[config.mk]
export PLATFORM = sky130hd
export DESIGN_NAME = mem_req_issue
export DESIGN_NICKNAME = d
export VERILOG_FILES = /design/src/rtl/mem_req_issue.sv
export SDC_FILE = /design/constraint.sdc
export NUM_CORES = 1
export LEC_CHECK = 0
export BUFFER_PORTS_ARGS = -buffer_cell sky130_fd_sc_hd__buf_2
export CORE_MARGIN = 1
export CORE_UTILIZATION = 50
export DETAILED_ROUTE_END_ITERATION = 12
export PLACE_DENSITY = 0.9
export SETUP_SLACK_MARGIN = 0.02
export SYNTH_ARGS = -nofsm -noshare
export SYNTH_HDL_FRONTEND = slang
export SYNTH_SLANG_ARGS = --single-unit
[constraint.sdc]
create_clock -name clk -period 3.11 [get_ports clk]
set_clock_uncertainty 0.15 [all_clocks]
set_input_delay 0 -clock clk [delete_from_list [all_inputs] [get_ports clk]]
set_output_delay 0 -clock clk [all_outputs]
set_load 0.02 [all_outputs]
[src/rtl/mem_req_issue.sv]
// mem_req_issue: serialises a two-slot bundle of memory ops onto the dcache
// request port, slot 0 first. It builds byte strobes, replicates store data,
// flags misaligned addresses, and holds the pipeline paused until every
// issued request has returned data_ok.
//
// Handshakes: a bundle is taken on in_valid && in_ready. A dcache request
// transfers on req_valid && req_addr_ok, and the request fields hold steady
// until then. Each accepted request returns exactly one req_data_ok, either
// in the same cycle as addr_ok or later. data_ok is ignored in IDLE, DONE
// and ISSUE without addr_ok.
module mem_req_issue #(
    parameter int ISSUE_WIDTH = 2,
    parameter int ADDR_W      = 32
) (
    input  logic                                 clk,
    input  logic                                 rst,
    input  logic                                 flush,
    input  logic                                 in_valid,
    output logic                                 in_ready,
    input  logic [ISSUE_WIDTH-1:0]               mem_en,
    input  logic [ISSUE_WIDTH-1:0]               is_store,
    input  logic [ISSUE_WIDTH-1:0][1:0]          size,
    input  logic [ISSUE_WIDTH-1:0][ADDR_W-1:0]   addr,
    input  logic [ISSUE_WIDTH-1:0][ADDR_W-1:0]   st_data,
    input  logic [ISSUE_WIDTH-1:0]               excp_in,
    output logic                                 req_valid,
    output logic                                 req_we,
    output logic [ADDR_W-1:0]                    req_addr,
    output logic [3:0]                           req_wstrb,
    output logic [ADDR_W-1:0]                    req_wdata,
    input  logic                                 req_addr_ok,
    input  logic                                 req_data_ok,
    input  logic [ADDR_W-1:0]                    req_rdata,
    output logic                                 done_valid,
    output logic [ISSUE_WIDTH-1:0][ADDR_W-1:0]   ld_rdata,
    output logic [ISSUE_WIDTH-1:0]               ale,
    output logic                                 pause_o,
    output logic [2:0]                           dbg_state
);

    typedef enum logic [2:0] {
        IDLE  = 3'd0,
        ISSUE = 3'd1,
        WAIT  = 3'd2,
        DONE  = 3'd3,
        DRAIN = 3'd4
    } state_t;

    state_t                              state;
    logic                                slot_q;
    logic [ISSUE_WIDTH-1:0]              iss_q;
    logic [ISSUE_WIDTH-1:0]              st_q;
    logic [ISSUE_WIDTH-1:0][1:0]         sz_q;
    logic [ISSUE_WIDTH-1:0][ADDR_W-1:0]  addr_q;
    logic [ISSUE_WIDTH-1:0][ADDR_W-1:0]  data_q;

    logic [ISSUE_WIDTH-1:0]              ale_n;
    logic [ISSUE_WIDTH-1:0]              iss_n;
    logic                                more_slots;

    // Byte enables for one op; loads never write.
    function automatic logic [3:0] strb_f(input logic st, input logic [1:0] sz,
                                          input logic [1:0] a);
        if (!st) return 4'b0000;
        case (sz)
            2'b00:   return 4'b0001 << a;
            2'b01:   return 4'b0011 << {a[1], 1'b0};
            default: return 4'b1111;
        endcase
    endfunction

    // Store data replicated across the word so any lane the strobe picks is valid.
    function automatic logic [ADDR_W-1:0] wdata_f(input logic [1:0] sz,
                                                  input logic [ADDR_W-1:0] d);
        case (sz)
            2'b00:   return {4{d[7:0]}};
            2'b01:   return {2{d[15:0]}};
            default: return d;
        endcase
    endfunction

    // Misalignment: half needs addr[0]=0, word (and size 11) needs addr[1:0]=00.
    function automatic logic ale_f(input logic en, input logic [1:0] sz,
                                   input logic [1:0] a);
        return en && (((sz == 2'b01) && a[0]) || (sz[1] && (a != 2'b00)));
    endfunction

    // Per-slot fault and issue decision at accept; a fault in slot 0 blocks slot 1.
    always_comb begin
        ale_n[0] = ale_f(mem_en[0], size[0], addr[0][1:0]);
        ale_n[1] = ale_f(mem_en[1], size[1], addr[1][1:0]);
        iss_n[0] = mem_en[0] && !excp_in[0] && !ale_n[0];
        iss_n[1] = mem_en[1] && !excp_in[1] && !ale_n[1] && !excp_in[0] && !ale_n[0];
    end

    // Slot 1 still has to go out once the current slot-0 request completes.
    assign more_slots = (slot_q == 1'b0) && iss_q[1];

    assign in_ready  = (state == IDLE) && !flush;
    assign dbg_state = state;

    // Main control FSM with registered request, completion and stall outputs.
    always_ff @(posedge clk) begin
        if (rst) begin
            state      <= IDLE;
            slot_q     <= 1'b0;
            iss_q      <= '0;
            st_q       <= '0;
            sz_q       <= '0;
            addr_q     <= '0;
            data_q     <= '0;
            req_valid  <= 1'b0;
            req_we     <= 1'b0;
            req_addr   <= '0;
            req_wstrb  <= 4'b0000;
            req_wdata  <= '0;
            done_valid <= 1'b0;
            ld_rdata   <= '0;
            ale        <= '0;
            pause_o    <= 1'b0;
        end else begin
            case (state)
                IDLE: begin
                    done_valid <= 1'b0;
                    if (in_valid && !flush) begin
                        iss_q    <= iss_n;
                        st_q     <= is_store;
                        sz_q     <= size;
                        addr_q   <= addr;
                        data_q   <= st_data;
                        ale      <= ale_n;
                        ld_rdata <= '0;
                        if (iss_n[0] || iss_n[1]) begin
                            // Slot 1 may go first only when slot 0 is not a memory op.
                            slot_q    <= !iss_n[0];
                            req_valid <= 1'b1;
                            req_we    <= iss_n[0] ? is_store[0] : is_store[1];
                            req_addr  <= iss_n[0] ? {addr[0][ADDR_W-1:2], 2'b00}
                                                  : {addr[1][ADDR_W-1:2], 2'b00};
                            req_wstrb <= iss_n[0] ? strb_f(is_store[0], size[0], addr[0][1:0])
                                                  : strb_f(is_store[1], size[1], addr[1][1:0]);
                            req_wdata <= iss_n[0] ? wdata_f(size[0], st_data[0])
                                                  : wdata_f(size[1], st_data[1]);
                            pause_o   <= 1'b1;
                            state     <= ISSUE;
                        end else begin
                            done_valid <= 1'b1;
                            pause_o    <= 1'b0;
                            state      <= DONE;
                        end
                    end
                end

                ISSUE: begin
                    if (flush && !req_addr_ok) begin
                        // Nothing handed to the dcache yet, so the request can simply vanish.
                        req_valid <= 1'b0;
                        pause_o   <= 1'b0;
                        state     <= IDLE;
                    end else if (req_addr_ok) begin
                        req_valid <= 1'b0;
                        if (flush) begin
                            // Accepted request must still return; drain it unless it already did.
                            pause_o <= !req_data_ok;
                            state   <= req_data_ok ? IDLE : DRAIN;
                        end else if (!req_data_ok) begin
                            state <= WAIT;
                        end else begin
                            if (!st_q[slot_q]) ld_rdata[slot_q] <= req_rdata;
                            if (more_slots) begin
                                slot_q    <= 1'b1;
                                req_valid <= 1'b1;
                                req_we    <= st_q[1];
                                req_addr  <= {addr_q[1][ADDR_W-1:2], 2'b00};
                                req_wstrb <= strb_f(st_q[1], sz_q[1], addr_q[1][1:0]);
                                req_wdata <= wdata_f(sz_q[1], data_q[1]);
                                state     <= ISSUE;
                            end else begin
                                done_valid <= 1'b1;
                                pause_o    <= 1'b0;
                                state      <= DONE;
                            end
                        end
                    end
                end

                WAIT: begin
                    if (req_data_ok) begin
                        if (flush) begin
                            pause_o <= 1'b0;
                            state   <= IDLE;
                        end else begin
                            if (!st_q[slot_q]) ld_rdata[slot_q] <= req_rdata;
                            if (more_slots) begin
                                slot_q    <= 1'b1;
                                req_valid <= 1'b1;
                                req_we    <= st_q[1];
                                req_addr  <= {addr_q[1][ADDR_W-1:2], 2'b00};
                                req_wstrb <= strb_f(st_q[1], sz_q[1], addr_q[1][1:0]);
                                req_wdata <= wdata_f(sz_q[1], data_q[1]);
                                state     <= ISSUE;
                            end else begin
                                done_valid <= 1'b1;
                                pause_o    <= 1'b0;
                                state      <= DONE;
                            end
                        end
                    end else if (flush) begin
                        state <= DRAIN;
                    end
                end

                DONE: begin
                    done_valid <= 1'b0;
                    state      <= IDLE;
                end

                DRAIN: begin
                    // Response of a flushed request is dropped on the floor.
                    if (req_data_ok) begin
                        pause_o <= 1'b0;
                        state   <= IDLE;
                    end
                end

                default: begin
                    req_valid  <= 1'b0;
                    done_valid <= 1'b0;
                    pause_o    <= 1'b0;
                    state      <= IDLE;
                end
            endcase
        end
    end

endmodule

==> summary.md, run 1 <==
| Metric | Value |
|---|---|
| Run status | finished clean |
| Post-route clock period utilization | 90.4% |
| Number of top-level pins | 318 |
| Combined area of all synthesized cells | 0.0103 mm2 |
| Most instantiated flip-flop cell in the synthesis netlist | sky130_fd_sc_hd__dfxtp_1 |
| Layout overhead on the synthesized area | 40.2% |
| Depth of the worst register-to-register path | 7 |
| Vert. Die Dim | 145 um |
| Final net count | 1,847 |
| Final global-route overflow total | 0 |
| Number of hold-slack violations in the final timing report | 0 |
| Share of power burned in registers | 33.4% |
| Unrepaired setup endpoints after global routing | false |
| Via density per instance | 6.11 |
| Crit path from | dbg_state[2] |
| Post-synthesis xor/xnor area fraction | 0.0853% |
| Leading cell types in the layout, fill and taps excluded | sky130_fd_sc_hd__buf_2 (314), sky130_fd_sc_hd__nand2_1 (224), sky130_fd_sc_hd__dfxtp_1 (209), sky130_fd_sc_hd__dlygate4sd3_1 (176), sky130_fd_sc_hd__a21oi_1 (153) |
| Critical path data required time | 3310 ps |
| P per Cell Area | 704 mW/mm2 |
| CP endpoint kind | register |
| Placeable core region | 0.0202 mm2 |
| Syn avg cell area | 8.20 um2 |
| Crit-path max cell delay | 650 ps |
| Fin. max-slew vios | 0 |
| Worst R2R End | ale[1] |
| Combinational share of power | 41.2% |
| Number of global-route vias before repair | 11,500 |
| Static power due to leakage | 5.90 nW |
| Fraction of synthesis flops using an asynchronous set or reset pin | 0% |
| Max-cap violations | 0 |
| Root buffer cell | sky130_fd_sc_hd__clkbuf_16 |
| Worst min-delay path class | input pin to register |
| Critical path launch point type | register |
| Hold depth | 6 |
| Post-detailed-placement half-perimeter wirelength | 23,000 um |
| H-tree depth reported by CTS | 1 |
| Remaining antenna violation count | 0 |
| Minimum period implied by the final worst setup slack | 2810 ps |
| Total instance count after detailed placement | 1,740 |
| Clk sinks | 209 |
| Count of flip-flops with a built-in enable after synthesis | 0 |
| Share of synthesized area occupied by flip-flops and latches | 40.8% |
| Commonest non-fill, non-tap cell in the layout | sky130_fd_sc_hd__buf_2 |
| Simple logic cell fraction of the synthesized area | 15.7% |
| Relative max-transition margin | 43.7% |
| Cts bufs inserted | 23 |
| Final GP Congestion | 0.983 |
| Post-cts hold buffer count | 176 |
| Number of synthesized register bits | 209 |
| Non-filler instance count after layout | 1,959 |
| Critical path, cell by cell | nor4_1, nand2_2, buf_4, a21oi_1, a22oi_1, dlygate4sd3_1, nor2_1 |
| Global-route wire length before repair | 61,300 um |
| Number of filler instances in the final layout | 1,477 |
| Largest net degree at the start of global routing | 85 |
| Number of buffers on the longest clock path | 3 |
| Multiplexer fraction of the synthesized cell area | 9.56% |
| Maximum VDD drop | 685 uV |
| Number of buffers added on ports | 315 |
| Sequential cell area | 0.00418 mm2 |
| DRC | 0 |
| Data arrival time of the worst path | 3010 ps |
| Initial Utilization | 50.9% |
| Area enclosed by the die boundary | 0.0211 mm2 |
| Number of unique standard cell types used by synthesis | 57 |
| Clock share of power | 25.4% |
| Net switching fraction of the power | 41.8% |
| Post-cts gate resize count | 0 |
| Slew at the pin closest to its max-slew limit | 844 ps |
| Maximum frequency from static timing analysis | 0.356 GHz |
| Worst-path fanout max | 73 |
| Largest family of logic cells by synthesized area | compound AO/OA/AOI/OAI gates |
| Detailed-router iteration count before antenna repair | 10 |
| Source-to-sink clock delay at the later pin of the worst-skew pair | 500 ps |
| Fraction of the mapped netlist area in compound gates | 28.6% |
| Design internal power | 0.00590 W |
| Class of the most critical setup path | register to register |
| Reg2Reg Setup Slack | 300 ps |
| Post-route setup TNS | 0 ps |
| Area share of fa/ha/maj cells after synthesis | 0% |
| Rows | 52 |
| Post-detailed-routing wire length | 39,600 um |
| Net switching power | 0.00423 W |
| Final routed wire length divided by cell count | 20.2 um |
| TritonCTS clock tree | built |
| Clock edge transition at the registers on the reported setup and hold paths | 60 ps |
| Endpoint with the worst hold slack | req_wstrb[3] |
| Combined area of the multi-input logic cells | 0.00559 mm2 |
| Cells after synthesis | 1,252 |
| Post-CTS setup repair buffer count | 0 |
| Design Power | 0.0101 W |
| Number of violations reported at the end of detailed-routing iteration 0 | 1,215 |
| Final setup vio count | 0 |
| Layout cell share with drive strength beyond 1 | 23.7% |
| Width of the die | 145 um |
| Slowest-stage cell, CP | sky130_fd_sc_hd__dfxtp_1 |
| Number of warnings issued by yosys | 0 |
| Source of the worst register-to-register timing path | dbg_state[2] |
| Antenna violations before repair | 7 |
| Hold Path Origin | addr[0] |
| Tot GR Track Use | 35.8% |
| Number of vias in the routed layout | 12,000 |
[worst max-delay path, delay by kind of cell, from the launching register on]
family / cells / cell delay, ps
buf+inv: 2 / 1210
flops: 1 / 650
simple gates: 3 / 310
compound gates: 2 / 270
[layout make-up]
class                           count  share of cell area (%)
Antenna cell                        7                   0.122
Multi-Input combinational cell    916                    38.8
Sequential cell                   209                    29.1
Timing Repair Buffer              516                    24.6
Clock inverter                      7                   0.313
Inverter                            5                   0.130
Tap cell                          270                    2.35
Clock buffer                       29                    4.57
[cell usage after synthesis (2+ instances only)]
master                      number  share of area, %
sky130_fd_sc_hd__a2111o_1       38               4.2
sky130_fd_sc_hd__a211oi_1       16               1.2
sky130_fd_sc_hd__a21o_1          2              0.15
sky130_fd_sc_hd__a21oi_1       155               7.6
sky130_fd_sc_hd__a2bb2o_1        2              0.20
sky130_fd_sc_hd__a31oi_1        19               1.2
sky130_fd_sc_hd__buf_1           5              0.18
sky130_fd_sc_hd__buf_2          27               1.3
sky130_fd_sc_hd__buf_4           3              0.22
sky130_fd_sc_hd__clkbuf_1       87               3.2
sky130_fd_sc_hd__dfxtp_1       209                41
sky130_fd_sc_hd__inv_1           5              0.18
sky130_fd_sc_hd__mux2_2          8              0.88
sky130_fd_sc_hd__mux2i_1        89               8.7
sky130_fd_sc_hd__nand2_1       225               8.2
sky130_fd_sc_hd__nand2b_1       39               2.4
sky130_fd_sc_hd__nand3_1        20              0.98
sky130_fd_sc_hd__nand4_1         3              0.18
sky130_fd_sc_hd__nor2_1         61               2.2
sky130_fd_sc_hd__nor2b_1        12              0.73
sky130_fd_sc_hd__nor3_1          3              0.15
sky130_fd_sc_hd__o2111ai_1      12               1.0
sky130_fd_sc_hd__o211ai_1       13              0.95
sky130_fd_sc_hd__o21a_1          5              0.37
sky130_fd_sc_hd__o21ai_0        90               4.4
sky130_fd_sc_hd__o21ai_1         3              0.15
sky130_fd_sc_hd__o21bai_1        6              0.44
sky130_fd_sc_hd__o2bb2ai_1      62               5.3
sky130_fd_sc_hd__o31ai_1         2              0.15
sky130_fd_sc_hd__o32ai_1         2              0.17
sky130_fd_sc_hd__o41ai_1         3              0.26
[state kept, by name (all words and copies together) (netlist names)]
name / flops
ld_rdata: 64
addr_q: 32
data_q: 32
req_wdata: 32
req_addr: 30
req_wstrb: 4
dbg_state: 3
ale: 2
st_q: 2
sz_q: 2
done_valid: 1
iss_q: 1
pause_o: 1
req_valid: 1
req_we: 1
slot_q: 1
[per-stage QoR]
step	setup slack (ps)	util (%)	hold slack [ps]	cell area, um2
floorplan	468	-	-14.0	10300
global placement	607	59.0	99.5	11900
detailed placement	484	59.0	109	11900
CTS	382	71.3	5.57	14400
global route	170	71.3	54.3	14400
finish	298	71.4	29.2	14400
[power groups by stage]
stage	combinational, W	clock (W)	sequential, W
CTS	0.00400	0.00257	0.00336
detailed placement	0.00379	0	0.00340
floorplan	0.00239	0	0.00367
global placement	0.00371	0	0.00339
finish	0.00418	0.00258	0.00338
global route	0.00447	0.00269	0.00342
[cells by family after synthesis]
kind of cell    count (synthesis)
xor+xnor                        1
other cells                     1
buf+inv                       128
simple gates                  375
mux                            97
flops                         209
compound gates                441
[how the worst max path moves through the flow]
stage	endpoint	slack, ps
finish	ale[1]	300
global route	ale[1]	170
CTS	ale[1]	380
detailed placement	ld_rdata[24]	480
global placement	req_wdata[28]	610
floorplan	req_wstrb[0]	470
[per-layer routing]
layer  global-route usage, %  up-vias  part of all wire (%)
li1                        -     5364                     -
met3                    6.76      219                   9.5
met5                       0        -                     0
met1                    43.6     5568                    38
met2                    58.6      814                    47
met4                    21.6        0                   6.3
Note: power is estimated with default switching activity, not from simulation.
==> run 2, diff against run 1 <==
--- a/config.mk
+++ b/config.mk
@@ -9,7 +9,7 @@
 export CORE_MARGIN = 1
 export CORE_UTILIZATION = 50
 export DETAILED_ROUTE_END_ITERATION = 12
-export PLACE_DENSITY = 0.9
+export PLACE_DENSITY = 0.81
 export SETUP_SLACK_MARGIN = 0.02
 export SYNTH_ARGS = -nofsm -noshare
 export SYNTH_HDL_FRONTEND = slang
==> run 2 against run 1 <==
  * Die area did not move
  * Register-to-register slack lost 110 ps
  * Cell count is 0.71% higher
  * Hold slack got worse by 12 ps
  * Combinational power is 3% higher
  * Power increased by 4.7%
  * Setup slack lost 110 ps
  * Design area rose by 2.0%
  * Wire length decreased by 1.5%
  * Critical endpoint unchanged
  * Clock-buffer cell count increased by 4
  * Critical path depth unchanged
  * Via count fell by 1.0%
==> summary.md, run 2 (same netlist as run 1, synthesis figures left out) <==
| Metric | Value |
|---|---|
| Run status | finished clean |
| Rows | 52 (unchanged) |
| Layout cell share with drive strength beyond 1 | 23.8% (+0.15 points) |
| Flip-flop count of the largest register after layout | 64 (unchanged) |
| Largest net degree at the start of global routing | 79 (-7.1%) |
| Crit-path max cell delay | 680 ps (+30 ps) |
| Static power due to leakage | 6.06 nW (+2.7%) |
| Buf/Inv on CP | 2 (unchanged) |
| Critical path data required time | 3330 ps (+20 ps) |
| Minimum period implied by the final worst setup slack | 2920 ps (+105 ps) |
| Final GP Congestion | 0.966 (-1.7%) |
| Final setup vio count | 0 (unchanged) |
| Post-route clock period utilization | 93.8% (+3.4 points) |
| Slowest-stage cell, CP | sky130_fd_sc_hd__dfxtp_1 |
| Clk sinks | 209 (unchanged) |
| Global-route wire length before repair | 60,700 um (-1.0%) |
| Critical path's top delay family | buffers and inverters |
| Slew at the pin closest to its max-slew limit | 869 ps (+24.9 ps) |
| Remaining antenna violation count | 0 (unchanged) |
| Final worst setup slack | 193 ps (-105 ps) |
| Clock edge transition at the registers on the reported setup and hold paths | 70 ps (about the same) |
| Root buffer cell | sky130_fd_sc_hd__clkbuf_16 |
| Initial Utilization | 50.9% (unchanged) |
| Cts bufs inserted | 24 (+4.3%) |
| Combined area of the multi-input logic cells | 0.00560 mm2 (+0.11%) |
| Source-to-sink clock delay at the later pin of the worst-skew pair | 510 ps (about the same) |
| Unrepaired setup endpoints after global routing | false |
| DRC | 0 (unchanged) |
| Number of top-level pins | 318 (unchanged) |
| Number of violations reported at the end of detailed-routing iteration 0 | 1,174 (-3.4%) |
| Critical path launch point type | register |
| Worst min-delay path class | input pin to register |
| Final net count | 1,864 (+0.92%) |
| Critical path, cell by cell | nor4_1, nand2_2, buf_4, a21oi_1, a22oi_1, dlygate4sd3_1, nor2_1 |
| Post-route setup TNS | 0 ps (unchanged) |
| Worst-path fanout max | 72 (-1.4%) |
| Number of buffers on the longest clock path | 3 (unchanged) |
| Commonest non-fill, non-tap cell in the layout | sky130_fd_sc_hd__buf_2 |
| Post-cts gate resize count | 0 (unchanged) |
| Data arrival time of the worst path | 3140 ps (+130 ps) |
| Design Power | 0.0106 W (+4.7%) |
| Antenna violations before repair | 3 (-4) |
| Leading cell types in the layout, fill and taps excluded | sky130_fd_sc_hd__buf_2 (314), sky130_fd_sc_hd__nand2_1 (224), sky130_fd_sc_hd__dfxtp_1 (209), sky130_fd_sc_hd__dlygate4sd3_1 (185), sky130_fd_sc_hd__a21oi_1 (153) |
| Fin. max-slew vios | 0 (unchanged) |
| Tot GR Track Use | 35.2% (-0.55 points) |
| Number of global-route vias before repair | 11,400 (-1.1%) |
| Sequential cell area | 0.00418 mm2 (unchanged) |
| Placeable core region | 0.0202 mm2 (unchanged) |
| Maximum frequency from static timing analysis | 0.343 GHz (-3.6%) |
| Post-detailed-placement half-perimeter wirelength | 23,000 um (about the same) |
| Max-cap violations | 0 (unchanged) |
| Number of hold-slack violations in the final timing report | 0 (unchanged) |
| H-tree depth reported by CTS | 1 (unchanged) |
| Width of the die | 145 um (unchanged) |
| Vert. Die Dim | 145 um (unchanged) |
| TritonCTS clock tree | built |
| Final routed wire length divided by cell count | 19.8 um (-2.2%) |
| Relative max-transition margin | 42.1% (-1.7 points) |
| Worst setup slack before clock tree synthesis | 436 ps (-48.6 ps) |
| CP endpoint kind | register |
| Maximum VDD drop | 736 uV (+7.5%) |
| Detailed-router iteration count before antenna repair | 7 (-3) |
| Number of filler instances in the final layout | 1,505 (+1.9%) |
| P per Cell Area | 723 mW/mm2 (+2.7%) |
| Area enclosed by the die boundary | 0.0211 mm2 (unchanged) |
| Top register by number of flip-flops | ld_rdata |
| Class of the most critical setup path | register to register |
| Number of buffers added on ports | 315 (unchanged) |
| Number of vias in the routed layout | 11,800 (-1.0%) |
| Via density per instance | 6.00 (-1.7%) |
| Layout overhead on the synthesized area | 43.0% |
| Final global-route overflow total | 0 (unchanged) |
| Post-detailed-routing wire length | 39,000 um (-1.5%) |
[run 2: repair_timing]
| action | 4_1_cts | 5_1_grt |
|---|---|---|
| setup buffers | 0 | 3 |
| hold buffers | 185 | 0 |
| endpoints found under the setup margin | 0 | 11 |
| hold endpoints to repair | 205 | 0 |
[run 2: area by class of cell]
cell class,count,area share (%)
Sequential cell,209,28.5
Multi-Input combinational cell,917,38.1
Antenna cell,2,0.0341
Tap cell,270,2.30
Clock buffer,33,4.81
Clock inverter,6,0.776
Inverter,5,0.128
Timing Repair Buffer,531,25.3
[run 2: metrics by stage]
step	cell area [um2]	hold slack, ps	std cells	utilization (%)
4_1_cts	14600	2.55	1967	72.6
2_1_floorplan	10300	-14.0	1253	-
6_report	14700	17.2	1973	72.8
3_3_place_gp	12000	102	1743	59.3
3_5_place_dp	12000	110	1743	59.3
5_1_grt	14700	57.0	1973	72.8
[run 2: power breakdown]
| part | switching, W | internal [W] | total (W) |
|---|---|---|---|
| Sequential | 0.000294 | 0.00308 | 0.00337 |
| Clock | 0.00111 | 0.00182 | 0.00294 |
| Combinational | 0.00286 | 0.00145 | 0.00431 |
[run 2: worst register-to-register path: cells and delay by family (launching register included)]
kind	cells	cell delay [ps]
and+or+nand+nor	3	320
DFF	1	680
buffers and inverters	2	1260
AOI/OAI and AO/OA	2	360
[run 2: per-layer routing]
metal / GRT usage (%) / part of all wire (%)
met2: 56.4 / 45
met1: 43.7 / 39
met3: 7.89 / 9.9
met5: 0 / 0.033
met4: 19.9 / 5.9
[run 2: worst paths after layout]
check                             startpoint  depth (start not counted)       endpoint  slack (ps)
worst max-delay path            dbg_state[2]                          7         ale[1]         190
worst min-delay path             st_data[15]                          5  req_wdata[15]          20
worst max register to register  dbg_state[2]                          7         ale[1]         190
worst min register to register        ale[0]                          2         ale[0]         300
==> run 3, diff against run 2 <==
--- a/config.mk
+++ b/config.mk
@@ -6,10 +6,12 @@
 export NUM_CORES = 1
 export LEC_CHECK = 0
 export BUFFER_PORTS_ARGS = -buffer_cell sky130_fd_sc_hd__buf_2
+export CELL_PAD_IN_SITES_DETAIL_PLACEMENT = 0
+export CELL_PAD_IN_SITES_GLOBAL_PLACEMENT = 1
 export CORE_MARGIN = 1
-export CORE_UTILIZATION = 50
+export CORE_UTILIZATION = 40
 export DETAILED_ROUTE_END_ITERATION = 12
-export PLACE_DENSITY = 0.81
+export PLACE_DENSITY = 0.88
 export SETUP_SLACK_MARGIN = 0.02
 export SYNTH_ARGS = -nofsm -noshare
 export SYNTH_HDL_FRONTEND = slang
==> run 3 against run 2 <==
  * The flow now finishes with violations (hold timing)
  * Design area hardly changed
  * Hold slack got worse by 20 ps
  * Fmax decreased by 0.18%
  * Non-clock buffer count decreased by 8
  * Sequential power about the same
  * Largest power group unchanged
  * Highest routed layer is now met4
==> summary.md, run 3 (same netlist as run 1, synthesis figures left out) <==
| Metric | Value |
|---|---|
| Run status | finished with violations |
| Violated checks | hold timing |
| Number of global-route vias before repair | 10,900 (-4.4%) |
| Source-to-sink clock delay at the later pin of the worst-skew pair | 520 ps (about the same) |
| Critical path data required time | 3370 ps (+40 ps) |
| Post-route setup TNS | 0 ps (unchanged) |
| Post-detailed-placement half-perimeter wirelength | 23,400 um (+1.8%) |
| Vert. Die Dim | 162 um (+12%) |
| Antenna violations before repair | 9 (+6) |
| Met1 capacity usage during global routing | 35.6% (-8.2 points) |
| Critical path launch point type | register |
| Clk sinks | 209 (unchanged) |
| Final Cell Area | 0.0147 mm2 (about the same) |
| Reg2Reg Setup Slack | 190 ps (about the same) |
| Cell Area, Placed | 0.0120 mm2 (+0.44%) |
| Fin. max-slew vios | 0 (unchanged) |
| Number of buffers added on ports | 315 (unchanged) |
| Design Power | 0.0105 W (-1.5%) |
| Share of power burned in registers | 32.1% (+0.3 points) |
| Buf/Inv on CP | 2 (unchanged) |
| Root buffer cell | sky130_fd_sc_hd__clkbuf_16 |
| Worst R2R End | req_wstrb[2] |
| Final routed wire length divided by cell count | 18.3 um (-7.7%) |
| Maximum frequency from static timing analysis | 0.342 GHz (-0.18%) |
| Data arrival time of the worst path | 3180 ps (+40 ps) |
| TritonCTS clock tree | built |
| Largest net degree at the start of global routing | 86 (+8.9%) |
| Minimum period implied by the final worst setup slack | 2920 ps (+5.14 ps) |
| Number of violations reported at the end of detailed-routing iteration 0 | 866 (-26%) |
| H-tree depth reported by CTS | 1 (unchanged) |
| Layout cell share with drive strength beyond 1 | 23.7% (-0.079 points) |
| CP endpoint kind | register |
| Depth of the worst register-to-register path | 7 (unchanged) |
| Slowest-stage cell, CP | sky130_fd_sc_hd__dlygate4sd3_1 |
| Global-route wire length before repair | 58,200 um (-4.0%) |
| Initial Utilization | 40.8% (-10 points) |
| Flip-flop count of the largest register after layout | 64 (unchanged) |
| Placeable core region | 0.0252 mm2 (+25%) |
| Grt met3 use | 5.72% (-2.2 points) |
| Final net count | 1,854 (-0.54%) |
| Critical path, cell by cell | nor2b_1, nand4_1, o221a_2, buf_4, o21ai_0, o41ai_1, dlygate4sd3_1 |
| Most congested layer reported by global routing | met2 |
| Final setup vio count | 0 (unchanged) |
| Number of hold-slack violations in the final timing report | 1 (+1) |
| GR Layer Usage met2 | 43.9% (-13 points) |
| Cts bufs inserted | 23 (-4.2%) |
| Clock edge transition at the registers on the reported setup and hold paths | 70 ps (about the same) |
| Net switching fraction of the power | 40.3% (+0.047 points) |
| Final global-route overflow total | 0 (unchanged) |
| Static power due to leakage | 5.99 nW (-1.2%) |
| Design internal power | 0.00625 W (-1.6%) |
| Post-detailed-routing wire length | 37,100 um (-4.9%) |
| Combinational share of power | 40.3% (-0.3 points) |
| DRC | 0 (unchanged) |
| Relative max-transition margin | 40.9% (-1.1 points) |
| Number of vias in the routed layout | 11,100 (-5.9%) |
| Critical path's top delay family | buffers and inverters |
| Worst hold slack across all endpoints | -2.86 ps (-20.1 ps) |
| Max-cap violations | 0 (unchanged) |
| Hold depth | 6 (+1) |
| Clock share of power | 27.6% (about the same) |
| Leading cell types in the layout, fill and taps excluded | sky130_fd_sc_hd__buf_2 (314), sky130_fd_sc_hd__nand2_1 (224), sky130_fd_sc_hd__dfxtp_1 (207), sky130_fd_sc_hd__dlygate4sd3_1 (183), sky130_fd_sc_hd__a21oi_1 (153) |
| Crit-path max cell delay | 580 ps (-100 ps) |
| Commonest non-fill, non-tap cell in the layout | sky130_fd_sc_hd__buf_2 |
| Post-route clock period utilization | 93.9% (+0.17 points) |
| Via density per instance | 5.48 (-8.7%) |
| Endpoint with the worst hold slack | req_wdata[30] |
| Worst min-delay path class | input pin to register |
| P per Cell Area | 713 mW/mm2 (-1.5%) |
| Tot GR Track Use | 27.4% (-7.8 points) |
| Net switching power | 0.00421 W (-1.4%) |
| Top register by number of flip-flops | ld_rdata |
| Final GP Congestion | 0.912 (-5.5%) |
| Remaining antenna violation count | 0 (unchanged) |
| Layout overhead on the synthesized area | 42.9% (about the same) |
| Hold Path Origin | st_data[30] |
| Source of the worst register-to-register timing path | dbg_state[0] |
| Slew at the pin closest to its max-slew limit | 886 ps (+16.6 ps) |
| Rows | 58 (+12%) |
| Detailed-router iteration count before antenna repair | 6 (-1) |
| Area enclosed by the die boundary | 0.0263 mm2 (+25%) |
| Number of buffers on the longest clock path | 3 (unchanged) |
| Number of top-level pins | 318 (unchanged) |
| Unrepaired setup endpoints after global routing | false |
| Width of the die | 162 um (+12%) |
| Maximum VDD drop | 794 uV (+8.0%) |
| Worst-path fanout max | 85 (+18%) |
| Class of the most critical setup path | register to register |
## run 3: repair_timing
action	CTS	global route
hold buffers	183	0
setup buffers	0	0
gates resized for setup	0	2
endpoints found under the setup margin	0	1
hold endpoints to repair	207	0
## run 3: how the worst max path moves through the flow
| stage | startpoint | endpoint | slack (ps) | depth (start not counted) |
|---|---|---|---|---|
| 3_3_place_gp | dbg_state[1] | req_wdata[4] | 570 | 5 |
| 2_1_floorplan | dbg_state[0] | req_wstrb[0] | 470 | 9 |
| 5_1_grt | size[1] | req_wstrb[2] | 30 | 8 |
| 6_report | dbg_state[0] | req_wstrb[2] | 190 | 7 |
| 3_5_place_dp | dbg_state[1] | req_addr[11] | 480 | 5 |
| 4_1_cts | dbg_state[1] | req_wstrb[2] | 40 | 6 |
## run 3: per-stage QoR
| stage | utilization [%] | std cells | setup WS [ps] |
|---|---|---|---|
| finish | 58.3 | 2033 | 188 |
| global placement | 47.7 | 1800 | 567 |
| detailed placement | 47.7 | 1800 | 483 |
| CTS | 58.2 | 2024 | 40.8 |
| global route | 58.2 | 2031 | 25.9 |
| floorplan | - | 1253 | 468 |
## run 3: power by group through the flow
stage	registers, W	logic, W	clock network [W]
after CTS	0.00334	0.00417	0.00293
final	0.00335	0.00421	0.00289
after global routing	0.00340	0.00458	0.00305
after floorplan	0.00367	0.00239	0
after detailed placement	0.00339	0.00396	0
after global placement	0.00338	0.00395	0
## run 3: per-layer routing
metal,vias to the layer above,part of all wire (%)
met4,0,4.2
met1,5229,44
met2,423,46
met5,-,0
li1,5379,-
met3,115,6.7
## run 3: cell type report
type                            instances  area, um2
Fill cell                            2237      10500
Multi-Input combinational cell        916       5590
Sequential cell                       209       4190
Timing Repair Buffer                  523       3650
Clock buffer                           32        669
Tap cell                              330        413
Clock inverter                          9        124
Antenna cell                            9       22.5
Inverter                                5       18.8
## run 3: worst reg2reg max path, delay by kind of cell, from the launching register on
family / cells / cell delay (ps)
AO/OA/AOI/OAI: 3 / 740
buffers and inverters: 2 / 930
flip-flops: 1 / 490
AND/OR/NAND/NOR: 2 / 510
